### src/rtl/galaksija_load_ctrl_pkg.sv
// Shared definitions for the Galaksija download loader.
// Holds the loader FSM state encoding, the default load window and a
// helper that forms the 17-bit RAM target (bit 16 flags a wrapped sum).
package galaksija_load_ctrl_pkg;

    typedef enum logic [2:0] {
        ST_IDLE  = 3'd0,
        ST_HOLD  = 3'd1,
        ST_LOAD  = 3'd2,
        ST_FLUSH = 3'd3,
        ST_DONE  = 3'd4
    } state_e;

    localparam logic [15:0] LOAD_BASE_DEFAULT = 16'h2000;
    localparam logic [15:0] RAM_TOP_DEFAULT   = 16'h3FFF;
    localparam int          ENTRY_W           = 24;

    // Base + offset with the carry kept so a 16-bit wrap can be detected.
    function automatic logic [16:0] target_addr(input logic [15:0] base,
                                                input logic [15:0] offs);
        return {1'b0, base} + {1'b0, offs};
    endfunction

endpackage

### src/rtl/galaksija_load_ctrl_fifo.sv
// load_fifo: small synchronous FIFO buffering download entries.
// Ports: clk_i/reset_i (sync, active-high), push_i/wdata_i write side,
// pop_i/rdata_o read side (rdata_o shows the head entry), count_o
// occupancy, full_o/empty_o flags. Push and pop may occur together.
module load_fifo #(
    parameter int DEPTH = 4,
    parameter int WIDTH = 24
) (
    input  logic                     clk_i,
    input  logic                     reset_i,
    input  logic                     push_i,
    input  logic [WIDTH-1:0]         wdata_i,
    input  logic                     pop_i,
    output logic [WIDTH-1:0]         rdata_o,
    output logic [$clog2(DEPTH):0]   count_o,
    output logic                     full_o,
    output logic                     empty_o
);
    localparam int AW = $clog2(DEPTH);
    localparam int CW = AW + 1;

    logic [WIDTH-1:0] mem_q [DEPTH];
    logic [AW-1:0]    wr_ptr_q;
    logic [AW-1:0]    rd_ptr_q;
    logic [CW-1:0]    count_q;
    logic             push_ok_s;
    logic             pop_ok_s;

    assign full_o    = (count_q == CW'(DEPTH));
    assign empty_o   = (count_q == '0);
    assign count_o   = count_q;
    assign rdata_o   = mem_q[rd_ptr_q];
    assign push_ok_s = push_i && !full_o;
    assign pop_ok_s  = pop_i && !empty_o;

    // Pointer and occupancy tracking; simultaneous push/pop keeps the count.
    always_ff @(posedge clk_i) begin
        if (reset_i) begin
            wr_ptr_q <= '0;
            rd_ptr_q <= '0;
            count_q  <= '0;
        end else begin
            if (push_ok_s) wr_ptr_q <= wr_ptr_q + AW'(1);
            if (pop_ok_s)  rd_ptr_q <= rd_ptr_q + AW'(1);
            case ({push_ok_s, pop_ok_s})
                2'b10:   count_q <= count_q + CW'(1);
                2'b01:   count_q <= count_q - CW'(1);
                default: count_q <= count_q;
            endcase
        end
    end

    // Storage array; contents are don't-care while empty so no reset.
    always_ff @(posedge clk_i) begin
        if (push_ok_s) mem_q[wr_ptr_q] <= wdata_i;
    end

endmodule

### src/rtl/galaksija_load_ctrl.sv
// galaksija_load_ctrl: arbitrates the shared RAM port between the Z80 and
// the HPS download stream. While a download runs the CPU is parked on
// WAIT, incoming bytes are buffered and written at LOAD_BASE+offset.
// Ports: clk_sys/reset (sync, active-high); ioctl_* download stream with
// ioctl_wait backpressure; cpu_ram_* CPU request channel and cpu_wait_n;
// ram_addr/ram_din/ram_we shared RAM port; load_done pulse and sticky
// load_error.
module galaksija_load_ctrl
    import galaksija_load_ctrl_pkg::*;
#(
    parameter logic [15:0] LOAD_BASE  = LOAD_BASE_DEFAULT,
    parameter logic [15:0] RAM_TOP    = RAM_TOP_DEFAULT,
    parameter int          FIFO_DEPTH = 4
) (
    input  logic        clk_sys,
    input  logic        reset,
    input  logic        ioctl_download,
    input  logic        ioctl_wr,
    input  logic [26:0] ioctl_addr,
    input  logic [7:0]  ioctl_dout,
    output logic        ioctl_wait,
    input  logic        cpu_ram_req,
    input  logic        cpu_ram_we,
    input  logic [15:0] cpu_ram_addr,
    input  logic [7:0]  cpu_ram_din,
    output logic        cpu_ram_ack,
    output logic        cpu_wait_n,
    output logic [15:0] ram_addr,
    output logic [7:0]  ram_din,
    output logic        ram_we,
    output logic        load_done,
    output logic        load_error
);
    localparam int CW = $clog2(FIFO_DEPTH) + 1;

    state_e              state_q, state_d;
    logic                dl_prev_q;
    logic                dl_rise_s;
    logic [16:0]         target_s;
    logic                in_range_s;
    logic                wr_seen_s;
    logic                fifo_push_s, fifo_pop_s, fifo_full_s, fifo_empty_s;
    logic [ENTRY_W-1:0]  fifo_rdata_s;
    logic [CW-1:0]       fifo_count_s;
    logic [15:0]         ram_addr_q, ram_addr_d;
    logic [7:0]          ram_din_q, ram_din_d;
    logic                ram_we_q, ram_we_d;
    logic                ack_q, ack_d;
    logic                wait_n_q, wait_n_d;
    logic                done_q, done_d;
    logic                error_q, error_d;

    assign dl_rise_s  = ioctl_download && !dl_prev_q;
    assign target_s   = target_addr(LOAD_BASE, ioctl_addr[15:0]);
    assign in_range_s = (ioctl_addr[26:16] == 11'd0) && !target_s[16] &&
                        (target_s[15:0] <= RAM_TOP);
    // Bytes count only while a download session owns the FIFO; the rising
    // edge cycle itself is included so byte 0 is never lost.
    assign wr_seen_s  = ioctl_download && ioctl_wr &&
                        (((state_q == ST_IDLE) && dl_rise_s) ||
                         (state_q == ST_HOLD) || (state_q == ST_LOAD) ||
                         (state_q == ST_FLUSH));
    assign fifo_push_s = wr_seen_s && in_range_s && !fifo_full_s;
    assign fifo_pop_s  = ((state_q == ST_LOAD) || (state_q == ST_FLUSH)) &&
                         !fifo_empty_s;

    load_fifo #(.DEPTH(FIFO_DEPTH), .WIDTH(ENTRY_W)) u_fifo (
        .clk_i   (clk_sys),
        .reset_i (reset),
        .push_i  (fifo_push_s),
        .wdata_i ({target_s[15:0], ioctl_dout}),
        .pop_i   (fifo_pop_s),
        .rdata_o (fifo_rdata_s),
        .count_o (fifo_count_s),
        .full_o  (fifo_full_s),
        .empty_o (fifo_empty_s)
    );

    // Next-state logic for the loader FSM.
    always_comb begin
        state_d = state_q;
        case (state_q)
            ST_IDLE:  if (dl_rise_s)       state_d = ST_HOLD;  else state_d = ST_IDLE;
            ST_HOLD:  if (!cpu_ram_req)    state_d = ST_LOAD;  else state_d = ST_HOLD;
            ST_LOAD:  if (!ioctl_download) state_d = ST_FLUSH; else state_d = ST_LOAD;
            ST_FLUSH: if (fifo_empty_s)    state_d = ST_DONE;  else state_d = ST_FLUSH;
            ST_DONE:  state_d = ST_IDLE;
            default:  state_d = ST_IDLE;
        endcase
    end

    // RAM port mux and status outputs; the loader owns the port outside IDLE.
    always_comb begin
        ram_addr_d = ram_addr_q;
        ram_din_d  = ram_din_q;
        ram_we_d   = 1'b0;
        ack_d      = (state_q == ST_IDLE) && cpu_ram_req;
        wait_n_d   = (state_d == ST_IDLE);
        done_d     = (state_d == ST_DONE);
        if (fifo_pop_s) begin
            ram_addr_d = fifo_rdata_s[23:8];
            ram_din_d  = fifo_rdata_s[7:0];
            ram_we_d   = 1'b1;
        end else if ((state_q == ST_IDLE) && cpu_ram_req) begin
            ram_addr_d = cpu_ram_addr;
            ram_din_d  = cpu_ram_din;
            ram_we_d   = cpu_ram_we;
        end else begin
            ram_we_d   = 1'b0;
        end
        // A bad byte in the session's first cycle must still be reported.
        if (wr_seen_s && (!in_range_s || fifo_full_s)) begin
            error_d = 1'b1;
        end else if ((state_q == ST_IDLE) && dl_rise_s) begin
            error_d = 1'b0;
        end else begin
            error_d = error_q;
        end
    end

    // State and output registers.
    always_ff @(posedge clk_sys) begin
        if (reset) begin
            state_q    <= ST_IDLE;
            dl_prev_q  <= 1'b0;
            ram_addr_q <= 16'h0000;
            ram_din_q  <= 8'h00;
            ram_we_q   <= 1'b0;
            ack_q      <= 1'b0;
            wait_n_q   <= 1'b1;
            done_q     <= 1'b0;
            error_q    <= 1'b0;
        end else begin
            state_q    <= state_d;
            dl_prev_q  <= ioctl_download;
            ram_addr_q <= ram_addr_d;
            ram_din_q  <= ram_din_d;
            ram_we_q   <= ram_we_d;
            ack_q      <= ack_d;
            wait_n_q   <= wait_n_d;
            done_q     <= done_d;
            error_q    <= error_d;
        end
    end

    assign ioctl_wait  = (fifo_count_s >= CW'(FIFO_DEPTH - 1));
    assign ram_addr    = ram_addr_q;
    assign ram_din     = ram_din_q;
    assign ram_we      = ram_we_q;
    assign cpu_ram_ack = ack_q;
    assign cpu_wait_n  = wait_n_q;
    assign load_done   = done_q;
    assign load_error  = error_q;

endmodule

### config.mk
export PLATFORM = sky130hd
export DESIGN_NAME = galaksija_load_ctrl
export DESIGN_NICKNAME = d
export VERILOG_FILES = /design/src/rtl/galaksija_load_ctrl_pkg.sv /design/src/rtl/galaksija_load_ctrl_fifo.sv /design/src/rtl/galaksija_load_ctrl.sv
export SDC_FILE = /design/constraint.sdc
export NUM_CORES = 1
export LEC_CHECK = 0
export BUFFER_PORTS_ARGS = -buffer_cell sky130_fd_sc_hd__buf_2
export CAP_MARGIN = 20
export CELL_PAD_IN_SITES_DETAIL_PLACEMENT = 1
export CELL_PAD_IN_SITES_GLOBAL_PLACEMENT = 1
export CORE_AREA = 2 2 113 115
export DETAILED_ROUTE_END_ITERATION = 16
export DIE_AREA = 0 0 115 117
export HOLD_SLACK_MARGIN = 0.15
export MAX_ROUTING_LAYER = met4
export PLACE_DENSITY_LB_ADDON = 0.15
export SETUP_SLACK_MARGIN = 0.5
export SLEW_MARGIN = 20
export SYNTH_ARGS = -nofsm -noshare
export SYNTH_HDL_FRONTEND = slang
export SYNTH_SLANG_ARGS = --single-unit
### constraint.sdc
create_clock -name clk_sys -period 2.7 [get_ports clk_sys]
set_clock_uncertainty 0.1 [all_clocks]
set_input_delay 0 -clock clk_sys [delete_from_list [all_inputs] [get_ports clk_sys]]
set_output_delay 0 -clock clk_sys [all_outputs]
set_load 0.005 [all_outputs]
==> results.yml, run 1 <==
routing:
  highest_layer: "met4"
  wire_per_inst_microns: 18.6
  wl_met3_microns: 435
  vias: 3475
  drc: 0
  drtIter0Drc: 126
  route.met2.wl_mm: 6.43
  viasPerCell: 5.19
  wl_met1_mm: 5.42
  postRouteAntennaNets: 0
  wl_mm: 12.5
  drtPass1Iterations: 4
synth:
  ys_async_sr_fraction_pct: 0
  syn-num-nets: 406
  synth_common_cells: "96 x edfxtp_1, 42 x dfxtp_1, 32 x nor2_1"
  ys_ff_latch: 138
  yosysSeqAreaShare_pct: 68.0
  synth_enable_flop_cells: 96
  synth_top_family_by_area: "multiplexers"
  synth_cell_types: 40
  synth-compound-area-share_pct: 5.65
  synth_mux_area_share_pct: 14.3
  syn_avg_cell_area_sq_um: 16.4
  synth.top_cell.area_share_pct: 52.7
  synth_top_area_cell: "edfxtp_1"
  yosysWarningCount: 0
  synthFlopType: "edfxtp_1"
  synthAdderAreaFrac_pct: 1.74
  synth_most_common_cell: "edfxtp_1"
  yosys.area_share.simple_pct: 6.33
  syn_area_sq_mm: 0.00547
  synthXorXnorAreaFrac_pct: 0.800
  synth_cells: 334
  synth_top_cells_by_area: "edfxtp_1 53%, dfxtp_1 15%, mux4_2 9.9%, mux2i_1 4.4%, a211oi_1 3.2%"
hold_path:
  hp-class: "in -> reg"
  hold_depth: 8
clocking:
  cts_buffers: 17
  htree_levels: 4
  cts_tree: "yes"
  cts.sinks: 138
  clkSlewWorstSetupHoldPaths_ps: 50
  clock_path_buffers: 2
  clk_latency_ps: 420
  ctsRootBufferMaster: "clkbuf_16"
final_layout:
  layout-drive-gt1-share_pct: 35.2
  antenna_cells: 0
  final_cell_area_sq_mm: 0.00735
  nFillCells: 1151
  nNetsFinal: 579
  area_growth_pct: 34.3
critical_path:
  reg2reg_slack_ps: 440
  path_class: "reg -> reg"
  cp-end-kind: "flip-flop"
  r2r-start: "u_fifo.count_o[2]$_SDFFE_PP0P_"
  cp.arrival_ps: 2490
  cp_slowest_stage_delay_ps: 390
  critPathTopFamily: "simple AND/OR/NAND/NOR gates"
  worstSetupPathDepth: 10
  path_buf_inv: 2
  worstReg2RegEnd: "u_fifo.count_o[2]$_SDFFE_PP0P_"
  startpoint_type: "flip-flop"
  reg2reg_depth: 10
  crit_chain: "nor3b_4, a2111o_1, nor2_1, inv_1, ha_4, inv_2, fa_2, xor2_2, or3_4, a21oi_2"
  critPathMaxFanout: 5
  crit_slowest_cell: "a2111o_1"
  crit_path_end: "u_fifo.count_o[2]$_SDFFE_PP0P_"
  critPathRequiredTime_ps: 2930
  critPathLaunch: "u_fifo.count_o[2]$_SDFFE_PP0P_"
power_and_ir_drop:
  total_power_mw: 4.70
  leakage_nw: 2.75
  ir_worst_vdd_v: 0.000418
  p_per_area_mw_per_mm2: 640
floorplan:
  initial_core_util_pct: 44.5
  rows: 41
  io_pins: 95
  dieArea_sq_mm: 0.0135
  die_w_microns: 115
  die_h_microns: 117
  core_region_area_sq_mm: 0.0123
sta:
  worst_pin_slew_ps: 888
  maxSlewViolCount: 0
  fin_crit_ps: 2260
  post-route-period-util_pct: 83.8
  setup_viol: 0
  fmax_ghz: 0.442
  fin_setup_tns_ps: 0
  rsz0062_at_grt: "yes"
  relSlewSlack_pct: 40.8
  hold_viol_final: 0
grt:
  grt_pass1_vias: 3751
  grt_max_degree: 51
  grt_antenna_before_repair: 0
  grt_pass1_wl_mm: 19.9
  grt-ovfl-total: 0
  grtUsageTotal_pct: 20.8
placement:
  io_buffers: 94
  hpwl_mm: 7.50
  place_congestion: 0.775
  placed_cell_area_sq_mm: 0.00612
job:
  drv_cap: 0
outcome:
  status: "complete, no violations"
==> tightest hold or removal path, stage by stage <==
cell	delay, ps
buf_2	70
nor4_1	50
nand4_1	80
nor2_1	50
inv_1	90
ha_4	170
a21oi_1	60
nor2_1	70
==> kinds of logic after synthesis <==
family	after synthesis
AOI/OAI and AO/OA	41
xor gates and xnor gates	5
adders and majority gates	7
buffers and inverters	27
DFF	138
muxes	48
and+or+nand+nor	68
==> metal layers <==
layer | global-route usage, % | up-vias
met4 | 8.19 | 0
li1 | - | 1645
met5 | - | -
met1 | 25.1 | 1736
met3 | 4.33 | 14
met2 | 34.6 | 80
==> power breakdown <==
group | switching (mW) | internal (mW)
Combinational | 0.135 | 0.177
Clock | 0.829 | 1.24
Sequential | 0.0231 | 2.30
==> worst min-delay path by stage <==
stage	start	endpoint	slack, ps
floorplan	reset	state_q[1]$_SDFF_PP0_	-20
global placement	ioctl_addr[7]	u_fifo.mem_q[2][15]$_DFFE_PP_	110
detailed placement	ioctl_addr[12]	u_fifo.mem_q[2][20]$_DFFE_PP_	120
CTS	ioctl_addr[19]	u_fifo.count_o[1]$_SDFFE_PP0P_	190
global route	ioctl_addr[19]	u_fifo.count_o[0]$_SDFFE_PP0P_	230
finish	ioctl_addr[19]	u_fifo.count_o[1]$_SDFFE_PP0P_	180
==> final cells by class <==
class                   instances  area [sq um]  area share (%)
clock inverters                11          81.3            1.11
multi-input cells             169          1640            22.3
flip-flops and latches        138          3740            50.9
repair buffers                173          1230            16.7
inverters                       8          30.0           0.409
well taps                     150           188            2.55
clock buffers                  21           440            5.99
==> flip-flops by register name, summed over array words and instances (netlist names), 2 cells and up, named ones only <==
signal / count
u_fifo.count_o: 3
ram_addr: 16
u_fifo.mem_q: 96
u_fifo.wr_ptr_q: 2
ram_din: 8
state_q: 3
u_fifo.rd_ptr_q: 2
==> cell usage in the layout (no fill, tap or decap), types with 6 or more instances in the layout <==
master         count
a211oi_1          23
a21oi_1            6
buf_2             94
buf_4             16
clkbuf_16         17
dfxtp_1           35
dlygate4sd3_1     59
edfxtp_1          96
inv_1              7
mux2i_1           24
mux4_2            24
nor2_1            31
==> repair_timing <==
item | 4_1_cts | 5_1_grt
pin swaps | 1 | 6
setup endpoints to repair | 2 | 64
resized for setup | 9 | 12
hold buffers | 59 | 0
setup buffers | 3 | 2
hold endpoints to repair | 136 | 0
==> per-stage QoR <==
step | hold slack [ps] | instances | setup slack [ps] | util (%)
after floorplan | -18.6 | 334 | 503 | -
after global placement | 112 | 574 | 403 | 49.7
after detailed placement | 121 | 574 | 273 | 49.7
after CTS | 194 | 668 | 443 | 59.2
after global routing | 233 | 670 | 347 | 59.7
final | 180 | 670 | 438 | 59.7
No activity file was read; power rests on OpenSTA's default activity.
==> run 2: changes to the inputs <==
==> constraint.sdc (replaced) <==
create_clock -name clk_sys -period 2.4 [get_ports clk_sys]
set_clock_uncertainty 0.1 [all_clocks]
set_input_delay 0 -clock clk_sys [delete_from_list [all_inputs] [get_ports clk_sys]]
set_output_delay 0 -clock clk_sys [all_outputs]
set_load 0.005 [all_outputs]
==> results.yml, run 2 (synthesis results as in run 1) <==
outcome:
  status: "complete, no violations"
clocking:
  cts_buffers: 17
  cts_tree: "yes"
  cts.sinks: 138
  holdBufCountCts: 56
  htree_levels: 4
  clkSlewWorstSetupHoldPaths_ps: 60
  ctsRootBufferMaster: "clkbuf_16"
  clk_latency_ps: 420
  clock_path_buffers: 2
floorplan:
  core_region_area_sq_mm: 0.0123
  die_h_microns: 117
  initial_core_util_pct: 44.5
  rows: 41
  dieArea_sq_mm: 0.0135
  die_w_microns: 115
  io_pins: 95
final_layout:
  fin_cells: 678
  nNetsFinal: 587
  nFillCells: 1167
  largest_reg_flops: 96
  layout-drive-gt1-share_pct: 37.9
  top_register: "u_fifo.mem_q"
  area_growth_pct: 37.6
  postLayoutCoreUtil_pct: 61.2
  antenna_cells: 0
  mostFrequentLayoutCells: "96 x edfxtp_1, 94 x buf_2, 56 x dlygate4sd3_1"
  layout_commonest_cell: "edfxtp_1"
critical_path:
  path_class: "reg -> reg"
  cp-end-kind: "flip-flop"
  startpoint_type: "flip-flop"
  cp.arrival_ps: 2470
  critPathRequiredTime_ps: 2640
  critPathMaxFanout: 5
routing:
  drc: 0
  postRouteAntennaNets: 0
  drtIter0Drc: 205
  wl_mm: 14.1
  route.met2.wl_mm: 7.20
  wl_met3_microns: 717
  highest_layer: "met4"
  drtPass1Iterations: 4
  vias: 3637
  wl_met1_mm: 6.00
  wire_per_inst_microns: 20.8
  viasPerCell: 5.36
grt:
  grt-ovfl-total: 0
  grt_max_degree: 51
  grt_antenna_before_repair: 0
  grt_pass1_wl_mm: 20.7
  grt_pass1_vias: 3831
  grtUsageTotal_pct: 21.8
sta:
  fin_hold_ws_ps: 136
  rsz0062_at_grt: "yes"
  setup_viol: 0
  relSlewSlack_pct: 63.4
  post-route-period-util_pct: 92.8
  hold_viol_final: 0
  fin_crit_ps: 2230
  maxSlewViolCount: 0
  fmax_ghz: 0.449
  fin_setup_tns_ps: 0
  setup_ws_ps: 172
  worst_pin_slew_ps: 548
placement:
  hpwl_mm: 7.27
  place_congestion: 0.733
  io_buffers: 94
  place_ws_ps: 121
  dp_cells: 568
power_and_ir_drop:
  p_comb_share_pct: 6.5
  power_switching_mw: 1.16
  p_per_area_mw_per_mm2: 754
  switching_share_pct: 20.5
  internal_power_mw: 4.51
  clockPowerShare_pct: 47.7
  power_frac_seq_pct: 45.9
  leakage_nw: 2.81
  ir_worst_vdd_v: 0.000494
job:
  drv_cap: 0
hold_path:
  hp-class: "in -> reg"
==> run 2: critical path, cell delays in order, from the launching register on <==
cell and delay (ps):
dfxtp_4 340, buf_4 150, and2b_2 280, nand2_4 90
inv_2 100, ha_4 140, inv_2 40, fa_2 330
xor2_1 160, or3_1 310, a21oi_1 120
==> run 2: path summary, 6_finish.rpt <==
path,start,endpoint,depth (start not counted),slack [ps]
hold reg to reg,load_error$_SDFFE_PP0P_,load_error$_SDFFE_PP0P_,2,360
setup reg to reg,state_q[2]$_SDFF_PP0_,u_fifo.count_o[2]$_SDFFE_PP0P_,10,170
setup / recovery,state_q[2]$_SDFF_PP0_,u_fifo.count_o[2]$_SDFFE_PP0P_,10,170
hold / removal,ioctl_wr,u_fifo.wr_ptr_q[1]$_SDFFE_PP0P_,5,140
==> run 2: metal layers <==
metal  track usage, %  vias to the layer above
met5                -                        -
met3             5.41                       17
met4             8.43                        0
met1             26.8                     1801
met2             35.0                      129
li1                 -                     1690
==> run 2: final cells by class <==
class	instances	area, sq um	area share, %
flip-flops and latches	138	3740	49.7
multi-input cells	181	1760	23.4
repair buffers	169	1200	16.0
clock buffers	19	433	5.75
well taps	150	188	2.49
clock inverters	13	176	2.34
inverters	8	30.0	0.399
==> run 2: power groups by stage <==
stage | registers, mW | clock network [mW] | logic (mW)
floorplan | 2.66 | 0 | 0.143
global placement | 2.65 | 0 | 0.269
detailed placement | 2.65 | 0 | 0.278
CTS | 2.60 | 2.73 | 0.358
global route | 2.61 | 2.86 | 0.399
finish | 2.61 | 2.71 | 0.367
==> run 2: stage by stage <==
step / total power, mW / area, sq um
finish: 5.68 / 7530
global route: 5.87 / 7530
CTS: 5.70 / 7430
detailed placement: 2.93 / 6150
global placement: 2.92 / 6150
floorplan: 2.80 / 5540
==> run 2: timing repair <==
| item | CTS | global route |
|---|---|---|
| setup buffers | 7 | 3 |
| pin swaps | 11 | 2 |
| endpoints found under the setup margin | 99 | 98 |
| hold endpoints to repair | 134 | 2 |
| gates resized for setup | 5 | 9 |
| cloned | 5 | 7 |
